$ cat src/rtl/delayslot_exc_commit_pkg.sv
// rtl/delayslot_exc_commit_pkg.sv - shared ExcCode constants, sequencer states and vector default
package delayslot_exc_commit_pkg;

    localparam logic [4:0] EXC_INT  = 5'd0;
    localparam logic [4:0] EXC_ADEL = 5'd4;
    localparam logic [4:0] EXC_ADES = 5'd5;
    localparam logic [4:0] EXC_SYS  = 5'd8;
    localparam logic [4:0] EXC_BP   = 5'd9;
    localparam logic [4:0] EXC_RI   = 5'd10;
    localparam logic [4:0] EXC_OV   = 5'd12;

    localparam logic [31:0] EXC_VECTOR_DEFAULT = 32'hBFC0_0380;

    typedef enum logic [1:0] {
        ST_RUN   = 2'd0,
        ST_FLUSH = 2'd1,
        ST_REDIR = 2'd2
    } commit_state_t;

endpackage

$ cat src/rtl/delayslot_exc_commit_if.sv
// rtl/delayslot_exc_commit_if.sv - WB commit inputs and flush/redirect outputs of the commit block
//  wb_valid/wb_pc/wb_in_delayslot/wb_exc/wb_exccode/wb_eret/int_pending : committing instruction and events
//  redirect_ready : fetch accepts redirect
//  flush/redirect_valid/redirect_pc/busy : sequencer outputs toward the pipe and fetch
//  master = pipeline/fetch side, slave = commit block
interface delayslot_exc_commit_if #(
    parameter int ADDR_W = 32
);
    logic              wb_valid;
    logic [ADDR_W-1:0] wb_pc;
    logic              wb_in_delayslot;
    logic              wb_exc;
    logic [4:0]        wb_exccode;
    logic              wb_eret;
    logic              int_pending;
    logic              redirect_ready;
    logic              flush;
    logic              redirect_valid;
    logic [ADDR_W-1:0] redirect_pc;
    logic              busy;

    modport master (
        output wb_valid, wb_pc, wb_in_delayslot, wb_exc, wb_exccode, wb_eret,
               int_pending, redirect_ready,
        input  flush, redirect_valid, redirect_pc, busy
    );

    modport slave (
        input  wb_valid, wb_pc, wb_in_delayslot, wb_exc, wb_exccode, wb_eret,
               int_pending, redirect_ready,
        output flush, redirect_valid, redirect_pc, busy
    );
endinterface

$ cat src/rtl/delayslot_exc_commit_exc_prio_sel.sv
// rtl/delayslot_exc_commit_exc_prio_sel.sv - combinational event priority and EPC/BD/ExcCode select
//  sample          : in  1      events are considered this cycle (RUN and wb_valid)
//  wb_pc           : in  ADDR_W PC of committing instruction
//  wb_in_delayslot : in  1      instruction sits in a delay slot
//  wb_exc/wb_exccode/wb_eret/int_pending : in  event sources
//  take_exc        : out 1      exception or interrupt taken
//  take_eret       : out 1      clean ERET taken
//  exc_code        : out 5      ExcCode to latch
//  epc_next        : out ADDR_W restart PC (branch PC when in a slot)
//  bd_next         : out 1      Cause.BD to latch
module exc_prio_sel
    import delayslot_exc_commit_pkg::*;
#(
    parameter int ADDR_W = 32
) (
    input  logic              sample,
    input  logic [ADDR_W-1:0] wb_pc,
    input  logic              wb_in_delayslot,
    input  logic              wb_exc,
    input  logic [4:0]        wb_exccode,
    input  logic              wb_eret,
    input  logic              int_pending,
    output logic              take_exc,
    output logic              take_eret,
    output logic [4:0]        exc_code,
    output logic [ADDR_W-1:0] epc_next,
    output logic              bd_next
);
    // An ERET in a delay slot is architecturally undefined; it is trapped as RI.
    logic eret_in_slot;

    always_comb begin
        eret_in_slot = wb_eret && wb_in_delayslot;
        take_exc     = sample && (wb_exc || int_pending || eret_in_slot);
        take_eret    = sample && wb_eret && !wb_in_delayslot && !wb_exc && !int_pending;

        if (wb_exc) begin
            exc_code = wb_exccode;
        end else if (int_pending) begin
            exc_code = EXC_INT;
        end else begin
            exc_code = EXC_RI;
        end

        // Restart at the branch so it re-executes; wraps modulo 2^ADDR_W.
        epc_next = wb_in_delayslot ? (wb_pc - ADDR_W'(4)) : wb_pc;
        bd_next  = wb_in_delayslot;
    end
endmodule

$ cat src/rtl/delayslot_exc_commit.sv
// rtl/delayslot_exc_commit.sv - WB commit of exceptions/interrupts/ERET into CP0 state plus flush/redirect sequencer
//  clk, resetn          : clock, asynchronous active-low reset
//  bus (slave)          : WB event inputs, redirect_ready; flush/redirect_valid/redirect_pc/busy outputs
//  epc_wen, epc_wdata   : MTC0 write to EPC
//  epc, cause_bd, cause_exccode, status_exl : architectural CP0 state
module delayslot_exc_commit
    import delayslot_exc_commit_pkg::*;
#(
    parameter int              ADDR_W       = 32,
    parameter logic [ADDR_W-1:0] EXC_VECTOR = ADDR_W'(EXC_VECTOR_DEFAULT),
    parameter int              FLUSH_CYCLES = 2
) (
    input  logic                 clk,
    input  logic                 resetn,
    delayslot_exc_commit_if.slave bus,
    input  logic                 epc_wen,
    input  logic [ADDR_W-1:0]    epc_wdata,
    output logic [ADDR_W-1:0]    epc,
    output logic                 cause_bd,
    output logic [4:0]           cause_exccode,
    output logic                 status_exl
);
    commit_state_t     state;
    logic [3:0]        flush_cnt;

    logic              take_exc;
    logic              take_eret;
    logic [4:0]        exc_code;
    logic [ADDR_W-1:0] epc_next;
    logic              bd_next;

    exc_prio_sel #(.ADDR_W(ADDR_W)) u_prio (
        .sample          (state == ST_RUN && bus.wb_valid),
        .wb_pc           (bus.wb_pc),
        .wb_in_delayslot (bus.wb_in_delayslot),
        .wb_exc          (bus.wb_exc),
        .wb_exccode      (bus.wb_exccode),
        .wb_eret         (bus.wb_eret),
        .int_pending     (bus.int_pending),
        .take_exc        (take_exc),
        .take_eret       (take_eret),
        .exc_code        (exc_code),
        .epc_next        (epc_next),
        .bd_next         (bd_next)
    );

    always_ff @(posedge clk or negedge resetn) begin
        if (!resetn) begin
            epc                <= '0;
            cause_bd           <= 1'b0;
            cause_exccode      <= 5'd0;
            status_exl         <= 1'b1;
            state              <= ST_RUN;
            flush_cnt          <= 4'd0;
            bus.flush          <= 1'b0;
            bus.redirect_valid <= 1'b0;
            bus.redirect_pc    <= EXC_VECTOR;
            bus.busy           <= 1'b0;
        end else begin
            // CP0 state. take_* are already gated to RUN, so epc_wen alone acts in FLUSH/REDIR.
            if (take_exc) begin
                // With EXL already set this is a nested trap: keep the original restart point.
                if (!status_exl) begin
                    epc      <= epc_next;
                    cause_bd <= bd_next;
                end
                cause_exccode   <= exc_code;
                status_exl      <= 1'b1;
                bus.redirect_pc <= EXC_VECTOR;
            end else begin
                if (take_eret) begin
                    status_exl      <= 1'b0;
                    bus.redirect_pc <= epc;
                end
                if (epc_wen) begin
                    epc <= epc_wdata;
                end
            end

            // Flush/redirect sequencer
            unique case (state)
                ST_RUN: begin
                    if (take_exc || take_eret) begin
                        state     <= ST_FLUSH;
                        flush_cnt <= 4'(FLUSH_CYCLES - 1);
                        bus.flush <= 1'b1;
                        bus.busy  <= 1'b1;
                    end
                end
                ST_FLUSH: begin
                    if (flush_cnt == 4'd0) begin
                        state              <= ST_REDIR;
                        bus.flush          <= 1'b0;
                        bus.redirect_valid <= 1'b1;
                    end else begin
                        flush_cnt <= flush_cnt - 4'd1;
                    end
                end
                ST_REDIR: begin
                    if (bus.redirect_ready) begin
                        state              <= ST_RUN;
                        bus.redirect_valid <= 1'b0;
                        bus.busy           <= 1'b0;
                    end
                end
                default: begin
                    state              <= ST_RUN;
                    bus.flush          <= 1'b0;
                    bus.redirect_valid <= 1'b0;
                    bus.busy           <= 1'b0;
                end
            endcase
        end
    end
endmodule

$ cat src/flat_wrapper.sv
// flat-port wrapper written by rule: the top's interface ports become plain ports
module delayslot_exc_commit_flat import delayslot_exc_commit_pkg::*;
#(
    parameter int              ADDR_W       = 32,
    parameter logic [ADDR_W-1:0] EXC_VECTOR = ADDR_W'(EXC_VECTOR_DEFAULT),
    parameter int              FLUSH_CYCLES = 2
)
  (clk, resetn, epc_wen, epc_wdata, epc, cause_bd, cause_exccode, status_exl, bus_wb_valid, bus_wb_pc, bus_wb_in_delayslot, bus_wb_exc, bus_wb_exccode, bus_wb_eret, bus_int_pending, bus_redirect_ready, bus_flush, bus_redirect_valid, bus_redirect_pc, bus_busy);
  delayslot_exc_commit_if #(.ADDR_W(ADDR_W)) bus_i ();
  input  logic clk;
  input  logic resetn;
  input  logic epc_wen;
  input  logic [ADDR_W-1:0] epc_wdata;
  output logic [ADDR_W-1:0] epc;
  output logic cause_bd;
  output logic [4:0] cause_exccode;
  output logic status_exl;
  input wire logic [$bits(bus_i.wb_valid)-1:0] bus_wb_valid;
  input wire logic [$bits(bus_i.wb_pc)-1:0] bus_wb_pc;
  input wire logic [$bits(bus_i.wb_in_delayslot)-1:0] bus_wb_in_delayslot;
  input wire logic [$bits(bus_i.wb_exc)-1:0] bus_wb_exc;
  input wire logic [$bits(bus_i.wb_exccode)-1:0] bus_wb_exccode;
  input wire logic [$bits(bus_i.wb_eret)-1:0] bus_wb_eret;
  input wire logic [$bits(bus_i.int_pending)-1:0] bus_int_pending;
  input wire logic [$bits(bus_i.redirect_ready)-1:0] bus_redirect_ready;
  output wire logic [$bits(bus_i.flush)-1:0] bus_flush;
  output wire logic [$bits(bus_i.redirect_valid)-1:0] bus_redirect_valid;
  output wire logic [$bits(bus_i.redirect_pc)-1:0] bus_redirect_pc;
  output wire logic [$bits(bus_i.busy)-1:0] bus_busy;
  assign bus_i.wb_valid = bus_wb_valid;
  assign bus_i.wb_pc = bus_wb_pc;
  assign bus_i.wb_in_delayslot = bus_wb_in_delayslot;
  assign bus_i.wb_exc = bus_wb_exc;
  assign bus_i.wb_exccode = bus_wb_exccode;
  assign bus_i.wb_eret = bus_wb_eret;
  assign bus_i.int_pending = bus_int_pending;
  assign bus_i.redirect_ready = bus_redirect_ready;
  assign bus_flush = bus_i.flush;
  assign bus_redirect_valid = bus_i.redirect_valid;
  assign bus_redirect_pc = bus_i.redirect_pc;
  assign bus_busy = bus_i.busy;
  delayslot_exc_commit #(.ADDR_W(ADDR_W), .EXC_VECTOR(EXC_VECTOR), .FLUSH_CYCLES(FLUSH_CYCLES)) u_core (.clk(clk), .resetn(resetn), .bus(bus_i), .epc_wen(epc_wen), .epc_wdata(epc_wdata), .epc(epc), .cause_bd(cause_bd), .cause_exccode(cause_exccode), .status_exl(status_exl));
endmodule
$ cat config.mk
export PLATFORM = sky130hd
export DESIGN_NAME = delayslot_exc_commit_flat
export DESIGN_NICKNAME = d
export VERILOG_FILES = /design/src/rtl/delayslot_exc_commit_pkg.sv /design/src/rtl/delayslot_exc_commit_if.sv /design/src/rtl/delayslot_exc_commit_exc_prio_sel.sv /design/src/rtl/delayslot_exc_commit.sv /design/src/flat_wrapper.sv
export SDC_FILE = /design/constraint.sdc
export NUM_CORES = 1
export LEC_CHECK = 0
export ABC_AREA = 1
export CAP_MARGIN = 20
export CORE_UTILIZATION = 43
export CTS_CLUSTER_SIZE = 8
export DETAILED_ROUTE_END_ITERATION = 12
export GPL_ROUTABILITY_DRIVEN = 0
export GPL_TIMING_DRIVEN = 0
export PLACE_DENSITY = 0.77
export SYNTH_ARGS = -nofsm -noshare
export SYNTH_HDL_FRONTEND = slang
export SYNTH_SLANG_ARGS = --single-unit
$ cat constraint.sdc
create_clock -name clk -period 2.7 [get_ports clk]
set_input_delay 0.27 -clock clk [delete_from_list [all_inputs] [get_ports clk]]
set_output_delay 0.27 -clock clk [all_outputs]
set_load 0.02 [all_outputs]
== After elaboration in Yosys (flattened, before gate mapping) ==
Cells that the tools add are included.

* Register bits after elaboration: 80
* Word-level logic and storage cells: 72
* Memories: 0
* Memory bits (writable): 0
* ROM bits: 0
* Latch bits: 0
* Output and inout port bits: 74

* Muxes and demuxes: 24
* Bitwise logic cells: 4
* Divide/modulo/power cells: 0
* Multipliers: 0
* Reduce and logical (&&, ||, !) cells: 25
* Magnitude comparators: 0
* Equality and inequality tests: 7
* $add $sub $neg: 2
* Shift-type cells: 0

{| class="wikitable"
|+ Operator list
! operator !! number
|-
| $mux W32 || 6
|-
| $sub A32 B3 Y32 const B || 1
|-
| $reduce_and A3 Y1 || 5
|-
| $mux W4 || 3
|-
| $pmux W1 S3 || 3
|-
| $ne A2 B2 Y1 const B || 4
|-
| $pmux W4 S2 || 1
|-
| $logic_and A1 B1 Y1 || 7
|-
| $mux W1 || 6
|-
| $mux W2 || 3
|-
| $pmux W2 S3 || 1
|-
| $reduce_bool A2 Y1 || 3
|-
| $mux W5 || 1
|-
| $logic_not A4 Y1 || 1
|-
| $not A1 Y1 || 4
|-
| $reduce_and A2 Y1 || 2
|-
| $sub A4 B1 Y4 const B || 1
|-
| $logic_not A1 Y1 || 3
|-
| $logic_or A1 B1 Y1 || 3
|-
| $eq A2 B1 Y1 const B || 1
|-
| $eq A2 B2 Y1 const B || 1
|-
| $logic_not A2 Y1 || 1
|-
| $ne A2 B1 Y1 const B || 1
|}

== Depth between registers and ports, before layout ==
* Depth after elaboration: 9
* Mapped depth: 14

== Cells and area by module ==
Synthesis repeated with hierarchy kept, for this count alone.

* Cell total of the unflattened synthesis: 552
* Area total of the unflattened synthesis: 4374.2 µm²

{| class="wikitable"
|+ Modules (own cells, without submodules)
! module !! cells each !! times used !! seq. area each (µm²) !! area an instance (µm²)
|-
| delayslot_exc_commit || 366 || 1 || 2018.2 || 3321.9
|-
| exc_prio_sel || 186 || 1 || 0.0 || 1052.3
|}

== Worst setup path after synthesis ==
OpenSTA, ideal clock, no wires.

* Path kind: register to register
* From: reg u_core.state[0]
* To: reg u_core.epc[6]
* Cell stages (with the launch flop): 11
* Clock period less this slack: 1.532 ns
* Required time: 2.576 ns
* Data arrival time: 1.408 ns
* Setup slack: 1.168 ns
* Buffers on the path: 2
* Cells stage by stage: dfrtp_1 nor2_1 nand2_2 nor2_8 nand2_2 nand2_2 inv_2 buf_6 buf_6 nand2_1 o21ai_1

* Cells in the longest elaborated chain, start to end: 5
* Elaborated cells between the ends (all ways): 7
* Classes of those cells: 1 x eq/ne; 1 x mux; 5 x reduce/logical

{| class="wikitable"
|+ RTL lines
! element !! line !! RTL
|-
| from (decl) || delayslot_exc_commit.sv:23 || <nowiki>commit_state_t state;</nowiki>
|-
| from (signal assigned) || delayslot_exc_commit.sv:53 || <nowiki>state <= ST_RUN;</nowiki>
|-
| from (signal assigned) || delayslot_exc_commit.sv:84 || <nowiki>state <= ST_FLUSH;</nowiki>
|-
| from (signal assigned) || delayslot_exc_commit.sv:92 || <nowiki>state <= ST_REDIR;</nowiki>
|-
| $logic_not A2 Y1 * || delayslot_exc_commit.sv:33 || <nowiki>.sample (state == ST_RUN && bus.wb_valid),</nowiki>
|-
| $logic_and A1 B1 Y1 * || delayslot_exc_commit.sv:33 ||
|-
| $logic_and A1 B1 Y1 * || delayslot_exc_commit_exc_prio_sel.sv:34 || <nowiki>take_exc = sample && (wb_exc || int_pending || eret_in_slot);</nowiki>
|-
| $ne A2 B2 Y1 (no source line) or $reduce_bool A2 Y1 (tied branches) || n/a ||
|-
| $reduce_and A2 Y1 (no source line) || n/a ||
|-
| to (signal assigned) || delayslot_exc_commit.sv:64 || <nowiki>epc <= epc_next;</nowiki>
|-
| to (signal assigned) || delayslot_exc_commit.sv:76 || <nowiki>epc <= epc_wdata;</nowiki>
|-
| to (decl) || delayslot_exc_commit.sv:18 || <nowiki>output logic [ADDR_W-1:0] epc,</nowiki>
|}

Mark *: on every way between the ends. The rest lies on a longest branch, timed or not.
A chain may end at the register's enable or synchronous reset.

== Worst setup path in the final report ==
* From: reg u_core.state[0]
* To: reg u_core.epc[3]

The elaborated chain is that of the path after synthesis.

==> results.md <==
- Unrepaired setup endpoints after global routing: false
- Port buffer count: 151
- Filler cells: 892
- Fin crit share: 74.7%
- Leakage: 0.00289 µW
- Power Density: 1050 nW/µm²
- Fin. max-slew vios: 0
- Cell breakdown of the critical path: nor2_1 > nand2_2 > nor2_8 > clkbuf_1 > o211ai_1 > a31oi_1
- FF-to-FF Start: u_core.state[0]
- Final hold viol count: 0
- Comb pwr share: 51.4%
- Die ar.: 10600 µm²
- HPWL after DPL: 10700 µm
- DRC viols: 0
- Final setup violation count: 0
- Post-route setup TNS: 0 ps
- End of the worst register-to-register path: u_core.epc[3]
- GRT Residual Overflow: 0
- Number of H-tree levels: 3
- CP startpoint kind: flip-flop
- Crit path max fanout: 10
- Layout cells sized above 1: 7.73%
- Core area: 9820 µm²
- Initial antenna violation count: 0
- First-pass GRT wire length: 21500 µm
- Vias/cell: 5.08
- Syn nets: 675
- Worst Reg-to-Reg Cells: 6
- Root buffer cell: clkbuf_8
- Post-Synthesis Cell Area: 4370 µm²
- Tightest Pin Transition: 585 ps
- Max cap viols: 0
- Fin nets: 839
- Starting Density: 44.5%
- CTS Buffer Depth: 2
- Die Wd: 103 µm
- CP max stage cell: clkbuf_1
- Num CTS Buffers: 9
- Commonest non-fill, non-tap cell in the layout: nand2_1
- Outcome: finished, final reports clean
- Drt initial violations: 313
- Seq/Total Area, Yosys: 46.2%
- CP arrival: 2290 ps
- Commonest cells after routing, fill and taps aside: 190 x nand2_1, 150 x clkdlybuf4s50_1, 91 x nor2_1
- Required time worst endpoint: 2970 ps
- YS warnings: 0
- Crit Path Class: flip-flop to flip-flop
- Total Power: 6580 µW
- Yosys reg bits: 80
- Avg WL per Cell: 15.4 µm
- Row cnt: 36
- Post-Syn Instances: 594
- Bufs and invs on worst path: 1
- Post-synth EDFFs: 0
- Vias: 4548
- Diode count: 0
- Worst-Skew Late Latency: 350 ps
- Clock sink count: 80
- Final ANT Viol Nets: 0
- Clock slew at reported path FFs: 90 ps
- Pre-antenna DRT Iters: 5
- Synth async-reset ratio: 100%
- Switching power: 2760 µW
- Pre-CTS WS: 383 ps
- Mean Syn Cell Area: 7.35 µm²
- Sw frac: 42.0%
- DRT Wirelength: 13800 µm
- Tightest Hold Check Type: input port to asynchronous set/reset pin
- Crit-path leading delay family: simple AND/OR/NAND/NOR gates
- Fin Clk Skew: 11.8 ps
- Clock network fraction of total power: 14.8%
- R2R setup slack: 680 ps
- Worst setup EP type: flip-flop
- I/O pin count: 152
- Total track usage: 26.8%
- Largest net degree at the start of global routing: 75
- Worst path max stage delay: 480 ps
- Relative slew slack: 61.0%
- Vias in the first global route: 4306
- Part of the power in registers: 33.8%
- Maximum VDD drop: 0.000469 V
- Minimum clock period: 2020 ps
- Fmax: 496 MHz
- Cell internal pwr: 3820 µW
- Netlist cell types: 33
- Chip Height: 103 µm
- Worst Slack Setup Final: 683 ps
- Area Growth Syn to Fin: 44.2%
- Final core utilization: 64.1%
- CTS tree: built
- Synth Flop Type: dfrtp_1
-- registers in the layout, summed over array words and instances (netlist names), 2 cells and up --
register,flops
u_core.bus.redirect_pc,32
u_core.epc,32
u_core.cause_exccode,5
u_core.flush_cnt,4
u_core.state,2
-- routing by layer --
layer / global-route usage (%) / routed length (µm)
met1: 36.3 / 5990
met2: 44.3 / 6550
met3: 3.39 / 913
met4: 9.64 / 311
met5: 0 / 0
-- Yosys cell counts, types with 2 or more instances --
library cell    n  area (µm²)
nor2_1         91         342
a31oi_1         5        31.3
nand2_2         4        25.0
o21bai_1        3        22.5
dfstp_2        13         342
nand2_1       190         713
buf_2           9        45.0
ha_1            3        37.5
a21oi_1        13        65.1
nor3_1          3        15.0
o22ai_1         3        18.8
o21ai_0        43         215
inv_1          49         184
o31ai_1         7        52.6
xor2_1         10        87.6
a21o_1          2        15.0
dfrtp_1        67        1680
o211ai_1        3        22.5
nand3_1        31         155
nand4_1        10        62.6
clkbuf_1       10        37.5
buf_6           3        33.8
o21ai_1         7        35.0
inv_2           4        15.0
xnor2_1         2        17.5
nand3_2         2        20.0
-- final cells by class --
cell class | count | area (µm²) | share of cell area [%]
multi-input cells | 438 | 2030 | 32.2
flip-flops and latches | 80 | 2020 | 32.0
repair buffers | 153 | 1550 | 24.6
inverters | 53 | 199 | 3.16
well taps | 133 | 166 | 2.64
clock buffers | 10 | 128 | 2.03
plain buffers | 23 | 124 | 1.97
clock inverters | 6 | 90.1 | 1.43
-- metrics by stage --
stage	cells	instance area, µm²	hold WS (ps)
detailed placement	879	6070	102
global route	896	6300	280
global placement	878	6040	454
floorplan	594	4370	-25.6
CTS	896	6300	262
finish	896	6300	278
-- repair_timing --
action,4_1_cts,5_1_grt
setup endpoints to repair,0,0
endpoints found under the hold margin,6,0
resized for setup,0,0
hold buffers,1,0
buffers inserted,0,0
-- worst register-to-register path: stages (launching register included) --
cell,delay (ps)
dfrtp_1,420
nor2_1,250
nand2_2,170
nor2_8,200
clkbuf_1,480
o211ai_1,240
a31oi_1,180
-- worst max path at each step --
stage	startpoint	end	cells after the start
2_1_floorplan	u_core.state[0]	u_core.epc[6]	10
3_3_place_gp	resetn	u_core.epc[25]	1
3_5_place_dp	bus_wb_pc[2]	u_core.epc[18]	12
4_1_cts	u_core.state[0]	u_core.epc[3]	6
5_1_grt	bus_wb_pc[2]	u_core.epc[18]	12
6_report	u_core.state[0]	u_core.epc[3]	6
-- power by group through the flow --
stage / registers [µW] / logic [µW] / clock network (µW)
after floorplan: 2820 / 1100 / 0
after global placement: 2220 / 3290 / 0
after detailed placement: 2240 / 3370 / 0
after CTS: 2220 / 3390 / 985
after global routing: 2290 / 3650 / 1030
final: 2220 / 3390 / 973
-- cells by family after synthesis --
| family | share of synthesized area, % |
|---|---|
| fa+ha+maj | 0.860 |
| xor+xnor | 2.41 |
| buf+inv | 7.39 |
| compound gates | 11.5 |
| flops | 46.2 |
| simple gates | 31.6 |
Note: power is estimated with default switching activity, not from simulation.
